File: src/rtl/multicycle_ctrl_if.sv
// Controller <-> datapath bundle for the multicycle MIPS control FSM.
// master: the controller (drives strobes), slave: the datapath / memory side.
interface multicycle_ctrl_if #(
  parameter int CNT_WIDTH = 32
);
  logic [5:0]           opcode;
  logic [5:0]           funct;
  logic                 zero;
  logic                 mem_ready;
  logic                 mem_req;
  logic                 iord;
  logic                 mem_write;
  logic                 ir_write;
  logic                 pc_en;
  logic                 branch;
  logic                 reg_write;
  logic                 reg_dst;
  logic                 mem2reg;
  logic                 alu_srca;
  logic [1:0]           alu_srcb;
  logic [1:0]           pc_src;
  logic [2:0]           alu_control;
  logic                 fault;
  logic                 illegal;
  logic [CNT_WIDTH-1:0] retired;

  modport master (
    input  opcode, funct, zero, mem_ready,
    output mem_req, iord, mem_write, ir_write, pc_en, branch, reg_write,
           reg_dst, mem2reg, alu_srca, alu_srcb, pc_src, alu_control,
           fault, illegal, retired
  );

  modport slave (
    output opcode, funct, zero, mem_ready,
    input  mem_req, iord, mem_write, ir_write, pc_en, branch, reg_write,
           reg_dst, mem2reg, alu_srca, alu_srcb, pc_src, alu_control,
           fault, illegal, retired
  );
endinterface

File: src/rtl/multicycle_ctrl.sv
// Multicycle MIPS control FSM: sequences fetch/decode/execute over one shared
// memory, stalls on mem_ready, counts retired instructions and traps illegal
// opcodes/functs and memory timeouts into a sticky FAULT state.
module multicycle_ctrl #(
  parameter int CNT_WIDTH = 32,
  parameter int TIMEOUT   = 15
) (
  input  logic            clk,
  input  logic            reset,
  multicycle_ctrl_if.master bus
);

  typedef enum logic [3:0] {
    S_FETCH, S_DECODE, S_EXECUTE, S_ALUWB, S_MEMADR, S_MEMRD, S_MEMWB,
    S_MEMWR, S_BRANCH, S_ADDIEX, S_ADDIWB, S_JUMP, S_FAULT
  } state_t;

  localparam logic [5:0] OP_R = 6'b000000, OP_LW = 6'b100011, OP_SW = 6'b101011,
                         OP_BEQ = 6'b000100, OP_ADDI = 6'b001000, OP_J = 6'b000010;
  localparam logic [2:0] ALU_ADD = 3'b010, ALU_SUB = 3'b110, ALU_AND = 3'b000,
                         ALU_OR = 3'b001, ALU_SLT = 3'b111;

  // Wait counter only needs to hold 0..TIMEOUT-1; reaching the last value
  // while still unready is the fault point.
  localparam int          WW     = (TIMEOUT < 2) ? 1 : $clog2(TIMEOUT);
  localparam logic [WW-1:0] WLIMIT = WW'(TIMEOUT - 1);

  state_t               state_q, state_d;
  logic [CNT_WIDTH-1:0] ret_q, ret_d;
  logic [WW-1:0]        wcnt_q, wcnt_d;
  logic                 fault_q, fault_d;
  logic                 illegal_q, illegal_d;

  logic                 fn_ok;
  logic [2:0]           fn_alu;
  logic                 waiting;

  // R-type funct decode
  always_comb begin
    fn_ok  = 1'b1;
    fn_alu = ALU_ADD;
    case (bus.funct)
      6'b100000: fn_alu = ALU_ADD;
      6'b100010: fn_alu = ALU_SUB;
      6'b100100: fn_alu = ALU_AND;
      6'b100101: fn_alu = ALU_OR;
      6'b101010: fn_alu = ALU_SLT;
      default:   fn_ok  = 1'b0;
    endcase
  end

  // Next-state, retirement, timeout and trap bookkeeping
  always_comb begin
    state_d   = state_q;
    ret_d     = ret_q;
    wcnt_d    = wcnt_q;
    fault_d   = fault_q;
    illegal_d = illegal_q;
    waiting   = 1'b0;
    case (state_q)
      S_FETCH: begin
        if (bus.mem_ready) state_d = S_DECODE;
        else               waiting = 1'b1;
      end
      S_DECODE: begin
        case (bus.opcode)
          OP_R:         state_d = S_EXECUTE;
          OP_LW, OP_SW: state_d = S_MEMADR;
          OP_BEQ:       state_d = S_BRANCH;
          OP_ADDI:      state_d = S_ADDIEX;
          OP_J:         state_d = S_JUMP;
          default: begin
            state_d   = S_FAULT;
            fault_d   = 1'b1;
            illegal_d = 1'b1;
          end
        endcase
      end
      S_EXECUTE: begin
        if (fn_ok) state_d = S_ALUWB;
        else begin
          state_d   = S_FAULT;
          fault_d   = 1'b1;
          illegal_d = 1'b1;
        end
      end
      S_MEMADR: state_d = (bus.opcode == OP_LW) ? S_MEMRD : S_MEMWR;
      S_MEMRD: begin
        if (bus.mem_ready) state_d = S_MEMWB;
        else               waiting = 1'b1;
      end
      S_MEMWR: begin
        if (bus.mem_ready) state_d = S_FETCH;
        else               waiting = 1'b1;
      end
      S_ADDIEX: state_d = S_ADDIWB;
      S_ALUWB, S_MEMWB, S_BRANCH, S_ADDIWB, S_JUMP: state_d = S_FETCH;
      default:  state_d = S_FAULT;
    endcase

    // Ready on the limit cycle wins because waiting is only set when unready.
    if (waiting) begin
      if (wcnt_q == WLIMIT) begin
        state_d   = S_FAULT;
        fault_d   = 1'b1;
        illegal_d = 1'b0;
      end else begin
        wcnt_d = wcnt_q + 1'b1;
      end
    end

    if (state_d != state_q) wcnt_d = '0;

    // Every entry into FETCH from another state is a completed instruction.
    if (state_d == S_FETCH && state_q != S_FETCH) ret_d = ret_q + 1'b1;
  end

  // State and counters; reset may land mid-instruction
  always_ff @(posedge clk or negedge reset) begin
    if (!reset) begin
      state_q   <= S_FETCH;
      ret_q     <= '0;
      wcnt_q    <= '0;
      fault_q   <= 1'b0;
      illegal_q <= 1'b0;
    end else begin
      state_q   <= state_d;
      ret_q     <= ret_d;
      wcnt_q    <= wcnt_d;
      fault_q   <= fault_d;
      illegal_q <= illegal_d;
    end
  end

  logic       mem_req_o, iord_o, mem_write_o, ir_write_o, pc_en_o, branch_o;
  logic       reg_write_o, reg_dst_o, mem2reg_o, alu_srca_o;
  logic [1:0] alu_srcb_o, pc_src_o;
  logic [2:0] alu_control_o;

  // Datapath strobes decoded from state; FETCH load strobes follow mem_ready
  always_comb begin
    mem_req_o     = 1'b0;
    iord_o        = 1'b0;
    mem_write_o   = 1'b0;
    ir_write_o    = 1'b0;
    pc_en_o       = 1'b0;
    branch_o      = 1'b0;
    reg_write_o   = 1'b0;
    reg_dst_o     = 1'b0;
    mem2reg_o     = 1'b0;
    alu_srca_o    = 1'b0;
    alu_srcb_o    = 2'b00;
    pc_src_o      = 2'b00;
    alu_control_o = ALU_ADD;
    case (state_q)
      S_FETCH: begin
        mem_req_o  = 1'b1;
        alu_srcb_o = 2'b01;
        ir_write_o = bus.mem_ready;
        pc_en_o    = bus.mem_ready;
      end
      S_DECODE:  alu_srcb_o = 2'b11;
      S_EXECUTE: begin
        alu_srca_o    = 1'b1;
        alu_control_o = fn_alu;
      end
      S_ALUWB: begin
        reg_write_o = 1'b1;
        reg_dst_o   = 1'b1;
      end
      S_MEMADR, S_ADDIEX: begin
        alu_srca_o = 1'b1;
        alu_srcb_o = 2'b10;
      end
      S_MEMRD: begin
        mem_req_o = 1'b1;
        iord_o    = 1'b1;
      end
      S_MEMWB: begin
        reg_write_o = 1'b1;
        mem2reg_o   = 1'b1;
      end
      S_MEMWR: begin
        mem_req_o   = 1'b1;
        iord_o      = 1'b1;
        mem_write_o = 1'b1;
      end
      S_BRANCH: begin
        alu_srca_o    = 1'b1;
        alu_control_o = ALU_SUB;
        pc_src_o      = 2'b01;
        branch_o      = 1'b1;
        pc_en_o       = bus.zero;
      end
      S_ADDIWB: reg_write_o = 1'b1;
      S_JUMP: begin
        pc_src_o = 2'b10;
        pc_en_o  = 1'b1;
      end
      default: ;
    endcase
    // Reset forces FETCH, whose request must not leak out while held.
    if (!reset) begin
      mem_req_o  = 1'b0;
      ir_write_o = 1'b0;
      pc_en_o    = 1'b0;
      alu_srcb_o = 2'b00;
    end
  end

  assign bus.mem_req     = mem_req_o;
  assign bus.iord        = iord_o;
  assign bus.mem_write   = mem_write_o;
  assign bus.ir_write    = ir_write_o;
  assign bus.pc_en       = pc_en_o;
  assign bus.branch      = branch_o;
  assign bus.reg_write   = reg_write_o;
  assign bus.reg_dst     = reg_dst_o;
  assign bus.mem2reg     = mem2reg_o;
  assign bus.alu_srca    = alu_srca_o;
  assign bus.alu_srcb    = alu_srcb_o;
  assign bus.pc_src      = pc_src_o;
  assign bus.alu_control = alu_control_o;
  assign bus.fault       = fault_q;
  assign bus.illegal     = illegal_q;
  assign bus.retired     = ret_q;

endmodule
File: src/flat_wrapper.sv
// flat-port wrapper written by rule: the top's interface ports become plain ports
module multicycle_ctrl_flat 
#(
  parameter int CNT_WIDTH = 32,
  parameter int TIMEOUT   = 15
)
  (clk, reset, bus_opcode, bus_funct, bus_zero, bus_mem_ready, bus_mem_req, bus_iord, bus_mem_write, bus_ir_write, bus_pc_en, bus_branch, bus_reg_write, bus_reg_dst, bus_mem2reg, bus_alu_srca, bus_alu_srcb, bus_pc_src, bus_alu_control, bus_fault, bus_illegal, bus_retired);
  multicycle_ctrl_if #(.CNT_WIDTH(CNT_WIDTH)) bus_i ();
  input  logic clk;
  input  logic reset;
  input wire logic [$bits(bus_i.opcode)-1:0] bus_opcode;
  input wire logic [$bits(bus_i.funct)-1:0] bus_funct;
  input wire logic [$bits(bus_i.zero)-1:0] bus_zero;
  input wire logic [$bits(bus_i.mem_ready)-1:0] bus_mem_ready;
  output wire logic [$bits(bus_i.mem_req)-1:0] bus_mem_req;
  output wire logic [$bits(bus_i.iord)-1:0] bus_iord;
  output wire logic [$bits(bus_i.mem_write)-1:0] bus_mem_write;
  output wire logic [$bits(bus_i.ir_write)-1:0] bus_ir_write;
  output wire logic [$bits(bus_i.pc_en)-1:0] bus_pc_en;
  output wire logic [$bits(bus_i.branch)-1:0] bus_branch;
  output wire logic [$bits(bus_i.reg_write)-1:0] bus_reg_write;
  output wire logic [$bits(bus_i.reg_dst)-1:0] bus_reg_dst;
  output wire logic [$bits(bus_i.mem2reg)-1:0] bus_mem2reg;
  output wire logic [$bits(bus_i.alu_srca)-1:0] bus_alu_srca;
  output wire logic [$bits(bus_i.alu_srcb)-1:0] bus_alu_srcb;
  output wire logic [$bits(bus_i.pc_src)-1:0] bus_pc_src;
  output wire logic [$bits(bus_i.alu_control)-1:0] bus_alu_control;
  output wire logic [$bits(bus_i.fault)-1:0] bus_fault;
  output wire logic [$bits(bus_i.illegal)-1:0] bus_illegal;
  output wire logic [$bits(bus_i.retired)-1:0] bus_retired;
  assign bus_i.opcode = bus_opcode;
  assign bus_i.funct = bus_funct;
  assign bus_i.zero = bus_zero;
  assign bus_i.mem_ready = bus_mem_ready;
  assign bus_mem_req = bus_i.mem_req;
  assign bus_iord = bus_i.iord;
  assign bus_mem_write = bus_i.mem_write;
  assign bus_ir_write = bus_i.ir_write;
  assign bus_pc_en = bus_i.pc_en;
  assign bus_branch = bus_i.branch;
  assign bus_reg_write = bus_i.reg_write;
  assign bus_reg_dst = bus_i.reg_dst;
  assign bus_mem2reg = bus_i.mem2reg;
  assign bus_alu_srca = bus_i.alu_srca;
  assign bus_alu_srcb = bus_i.alu_srcb;
  assign bus_pc_src = bus_i.pc_src;
  assign bus_alu_control = bus_i.alu_control;
  assign bus_fault = bus_i.fault;
  assign bus_illegal = bus_i.illegal;
  assign bus_retired = bus_i.retired;
  multicycle_ctrl #(.CNT_WIDTH(CNT_WIDTH), .TIMEOUT(TIMEOUT)) u_core (.clk(clk), .reset(reset), .bus(bus_i));
endmodule
File: config.mk
export PLATFORM = sky130hd
export DESIGN_NAME = multicycle_ctrl_flat
export DESIGN_NICKNAME = d
export VERILOG_FILES = /design/src/rtl/multicycle_ctrl_if.sv /design/src/rtl/multicycle_ctrl.sv /design/src/flat_wrapper.sv
export SDC_FILE = /design/constraint.sdc
export NUM_CORES = 1
export LEC_CHECK = 0
export BUFFER_PORTS_ARGS = -buffer_cell sky130_fd_sc_hd__buf_2
export CAP_MARGIN = 20
export CORE_AREA = 2 2 73 75
export DETAILED_ROUTE_END_ITERATION = 12
export DIE_AREA = 0 0 75 77
export MAX_ROUTING_LAYER = met4
export PLACE_DENSITY = 0.77
export SYNTH_ARGS = -nofsm -noshare
export SYNTH_HDL_FRONTEND = slang
export SYNTH_SLANG_ARGS = --single-unit
File: constraint.sdc
create_clock -name clk -period 2.5 [get_ports clk]
set_input_delay 0.25 -clock clk [delete_from_list [all_inputs] [get_ports clk]]
set_output_delay 0.25 -clock clk [all_outputs]
set_load 0.01 [all_outputs]
Word level (Yosys, flattened, before mapping)

Cells that the tools add are included.

Register bits: 42
Latch bits: 0
RAM bits: 0
ROM bits: 0
Output and inout bits: 51
Word-level logic and storage cells: 90
Memories: 0

Add/subtract/negate cells: 2
Multipliers: 0
Div/mod/pow operators: 0
Magnitude comparators: 0
Equal/unequal tests: 24
Shift operators: 0
Muxes and demuxes: 43
Bitwise operators: 0
Reductions and logical operators: 16

Operator list:

| cell                                                             | number |
|---|---|
| 6-bit == test (second input constant)                            | 7 |
| 4-bit 2-to-1 mux                                                 | 9 |
| 32-bit by 1-bit adder with 32-bit output (second input constant) | 1 |
| 4-bit case mux with 8 select lines                               | 1 |
| 1-bit 2-to-1 mux                                                 | 23 |
| 4-bit == test (second input constant)                            | 5 |
| 4-bit case mux with 5 select lines                               | 1 |
| 4-bit by 3-bit == test with 1-bit output (second input constant) | 4 |
| 3-bit case mux with 4 select lines                               | 1 |
| 5-bit OR reduction                                               | 2 |
| 4-bit by 2-bit == test with 1-bit output (second input constant) | 2 |
| 4-bit zero test                                                  | 2 |
| 6-bit by 2-bit == test with 1-bit output (second input constant) | 1 |
| 6-bit by 3-bit == test with 1-bit output (second input constant) | 1 |
| 6-bit by 4-bit == test with 1-bit output (second input constant) | 1 |
| 6-bit zero test                                                  | 1 |
| 2-bit case mux with 3 select lines                               | 1 |
| 3-bit case mux with 2 select lines                               | 1 |
| 2-bit OR reduction                                               | 3 |
| 3-bit OR reduction                                               | 2 |
| 6-bit OR reduction                                               | 1 |
| 4-bit by 1-bit adder with 4-bit output (second input constant)   | 1 |
| 4-bit by 1-bit == test with 1-bit output (second input constant) | 1 |
| 2-bit 2-to-1 mux                                                 | 2 |
| other kinds (10)                                                 | 11 |

Longest topological paths before layout

Depth in word-level cells: 10
Gate-level depth with buffers: 11

Worst setup path before layout

OpenSTA, ideal clock, no wires.

Path type: register to register
Start point: reg u_core.state_q[3]
End point: reg u_core.ret_q[1], in the netlist u_core.bus.retired[1]
Setup time: 0.125 ns
Data arrival time: 2.033 ns
Data required time: 2.375 ns
Setup slack: 0.343 ns
Stages on the path, launching flop included: 9
Path through: dfrtp_1 -> buf_2 -> nor4b_2 -> or4b_1 -> o211a_1 -> and3_1 -> buf_6 -> nand2_8 -> mux2_2

Word-level cells in the longest chain between the ends: 7
Elaborated cells on any way between the ends: 24
Those cells by class: eq/ne (11); mux (7); reduce/logical (6)

RTL lines:

| item                                        | line                   | text |
|---|---|---|
| start: declaration                          | multicycle_ctrl.sv:28  | `state_t state_q, state_d;` |
| start signal: assignment                    | multicycle_ctrl.sv:127 | `state_q <= state_d;` |
| 4-bit == test, or another cell as far along | multicycle_ctrl.sv:60  | `case (state_q)` |
| 5-bit OR reduction                          | multicycle_ctrl.sv:60  |  |
| 4-bit case mux with 8 select lines          | multicycle_ctrl.sv:60  |  |
| 4-bit 2-to-1 mux                            | multicycle_ctrl.sv:103 | `if (wcnt_q == WLIMIT) begin` |
| 4-bit 2-to-1 mux                            | multicycle_ctrl.sv:102 | `if (waiting) begin` |
| 4-bit zero test                             | multicycle_ctrl.sv:115 | `if (state_d == S_FETCH && state_q != S_FETCH) ret_d = ret_q + 1'b1;` |
| 1-bit logical AND (*)                       | multicycle_ctrl.sv:115 |  |
| end signal: assignment                      | multicycle_ctrl.sv:128 | `ret_q <= ret_d;` |
| end: declaration                            | multicycle_ctrl.sv:29  | `logic [CNT_WIDTH-1:0] ret_q, ret_d;` |

Mark *: on every way between the ends. The rest lies on a longest branch, timed or not.
A chain may end at the register's enable or synchronous reset.

Final worst setup path

Start point: reg u_core.state_q[2]
End point: reg u_core.ret_q[1], in the netlist u_core.bus.retired[1]

The elaborated chain is that of the path after synthesis.

==> impl_metrics.py <==
metrics = {
    "status": {
        "run_status": "finished, final reports clean",
    },
    "placed_design": {
        "dp_slack_ns": 0.04508,
        "hpwlAfterDp_um": 4191,
        "gpl.final_weighted_congestion": 0.9418,
        "port_buffers": 66,
        "placed_cells": 417,
    },
    "layout": {
        "mostFrequentLayoutCells": "sky130_fd_sc_hd__buf_2 (66), sky130_fd_sc_hd__dfrtp_1 (42), sky130_fd_sc_hd__nor2_1 (34)",
        "diodes": 0,
        "final_cells": 425,
        "number_of_nets_in_the_finished_design": 373,
        "layout.cells.most_common": "sky130_fd_sc_hd__buf_2",
        "proportion_of_layout_cells_with_a_drive_suffix_above_1_pct": 31.55,
        "area_growth_pct": 20.82,
        "fin_util_pct": 63.02,
    },
    "grt": {
        "grt_start_max_net_pins": 43,
        "global_route_total_usage_across_every_layer_pct": 20.86,
        "initial_antenna_violation_count": 0,
        "number_of_global_route_vias_before_repair": 2050,
        "grt_pass1_wl_um": 9246,
        "grt_residual_overflow": 0,
    },
    "clocking": {
        "insertion_delay_ns": 0.30,
        "clock_path_buffers": 2,
        "worst_setup_hold_path_clk_slew_ns": 0.08,
        "tritoncts": "yes",
        "cts_made_buffers": 5,
        "clkSinkCount": 42,
        "root_buffer": "sky130_fd_sc_hd__clkbuf_8",
        "cts_max_level": 2,
    },
    "timing": {
        "timing.slew.headroom_pct": 66.07,
        "max_clock_freq_ghz": 0.4207,
        "skew_ns": 0.007584,
        "transition_time_at_the_pin_with_the_least_slew_margin_ns": 0.5089,
        "final-hold-violation-count": 0,
        "total_negative_setup_slack_ns": 0,
        "period_share_pct": 95.07,
        "finalMaxSlewViolations": 0,
        "finalWorstSetupSlack_ns": 0.1232,
        "grt_setup_unrepaired": "false",
        "final_setup_violation_count": 0,
        "layout_min_cycle_time_ns": 2.377,
    },
    "setup_path": {
        "critPathMaxFanout": 17,
        "slowest_stage": "sky130_fd_sc_hd__dfrtp_1",
        "start_kind": "flip-flop",
        "critPathArrivalTime_ns": 2.56,
        "cp_slowest_stage_delay_ns": 0.48,
        "reg2reg_slack_ns": 0.12,
        "crit_path_cell_trace": "nor4b_2, or4b_1, o211a_1, and3_1, nand2_8, mux2_2",
        "cp_top_family": "simple AND/OR/NAND/NOR gates",
        "crit_type": "flip-flop to flip-flop",
        "endpoint_kind": "flip-flop",
        "worst-path-buf-inv": 0,
        "data_required_critical_path_ns": 2.69,
    },
    "synth": {
        "synth_fp_nets": 299,
        "mappedNetlistArea_um2": 2596,
        "number_of_synthesized_flops_with_an_enable_pin": 0,
        "ys_async_sr_fraction_pct": 100.0,
        "syn_inst": 280,
        "ys.flop_type": "sky130_fd_sc_hd__dfrtp_1",
        "avgSynthCellArea_um2": 9.272,
        "synthesis.yosys.warnings": 0,
        "post_synth_main_area_contributors": "sky130_fd_sc_hd__dfrtp_1 (40%), sky130_fd_sc_hd__xor2_1 (6.7%), sky130_fd_sc_hd__xnor2_1 (5.7%)",
        "post-synth-top-area-fraction_pct": 40.48,
        "proportion_of_synthesized_chip_area_in_sequential_cells_pct": 40.48,
        "ys_types": 58,
        "synth_top_area_cell": "sky130_fd_sc_hd__dfrtp_1",
        "postSynthRegisterBits": 42,
    },
    "detailed_routing": {
        "drcViolationCount": 0,
        "totalWireLength_um": 5486,
        "antenna_violating_nets_post_route": 0,
        "dr.pass1.iters": 4,
        "vias": 2221,
        "detail_route.iter0.violations": 169,
        "vias_per_cell": 5.226,
        "wl_per_cell_um": 12.91,
    },
    "job": {
        "maxcap_viol_count": 0,
    },
    "power": {
        "power.static_leakage_nw": 1.558,
        "total_power_mw": 2.683,
        "vdd_drop_max_mv": 0.4713,
        "power.density_nw_per_um2": 855.3,
    },
    "floorplanning": {
        "io_pins": 67,
        "die_w_um": 75,
        "floorplan.core_area_um2": 4977,
        "placementRows": 26,
        "die_height_um": 77,
        "initial_utilization_pct": 52.16,
        "design.die.area_um2": 5775,
    },
    "min_path": {
        "min_path_type": "primary input to async pin",
    },
}
## cell usage after synthesis, drive strengths merged, types with 4 or more instances
cell / number
xor2: 20
nand4: 9
xnor2: 17
and3: 9
o21ai: 6
a21oi: 6
inv: 14
nand3: 13
dfrtp: 42
nand2b: 5
nor2: 35
buf: 10
nor3: 17
nor4: 4
nand2: 20
clkbuf: 4
## flip-flops by register name, indices dropped and copies added, names as in the netlist
name,cells
u_core.state_q,4
u_core.bus.illegal,1
u_core.bus.fault,1
u_core.bus.retired,32
u_core.wcnt_q,4
## path summary, 6_finish.rpt
check / startpoint / endpoint / depth (start not counted)
max: u_core.state_q[2] / u_core.bus.retired[1] / 6
min: reset / u_core.wcnt_q[2] / 2
max reg2reg: u_core.state_q[2] / u_core.bus.retired[1] / 6
min reg2reg: u_core.bus.retired[31] / u_core.bus.retired[31] / 1
max in group asynchronous: reset / u_core.bus.retired[1] / 2
min in group clk: bus_opcode[5] / u_core.state_q[0] / 4
## per-stage QoR
| stage | instance area (um^2) | hold WS, ns |
|---|---|---|
| 2_1_floorplan | 2596 | -0.04559 |
| 3_3_place_gp | 3042 | 0.3928 |
| 3_5_place_dp | 3042 | 0.3951 |
| 4_1_cts | 3132 | 0.06980 |
| 5_1_grt | 3137 | 0.09206 |
| 6_report | 3137 | 0.03744 |
## per-layer routing
layer / up-vias / wire length (um) / GRT usage [%] / part of all wire, %
met5: - / 0 / - / 0
met2: 65 / 2676 / 32.46 / 49
met3: 10 / 271 / 3.679 / 4.9
met1: 1027 / 2461 / 27.70 / 45
li1: 1119 / - / - / -
met4: 0 / 77 / 6.250 / 1.4
## where the power goes
group	internal [mW]	leakage [nW]	switching (mW)
clock	0.196	0.0441	0.240
sequential	0.768	0.535	0.114
combinational	0.583	0.979	0.782
## logic make-up after synthesis
family / share of synthesized area [%]
AOI/OAI and AO/OA: 9.928
xor gates and xnor gates: 12.48
muxes: 1.590
buffers and inverters: 5.301
and+or+nand+nor: 28.39
adders and majority gates: 1.831
DFF: 40.48
## final cells by class
type | count | area, um^2
Clock buffer | 5 | 68.82
Fill cell | 426 | 1841
Clock inverter | 3 | 21.27
Sequential cell | 42 | 1051
Tap cell | 70 | 87.58
Multi-Input combinational cell | 210 | 1413
Timing Repair Buffer | 81 | 442.9
Inverter | 14 | 52.55
## timing repair
item	CTS	global route
resized for setup	0	3
setup buffers	0	0
endpoints found under the setup margin	0	13
hold buffers	0	0
Note: power is estimated with default switching activity, not from simulation.
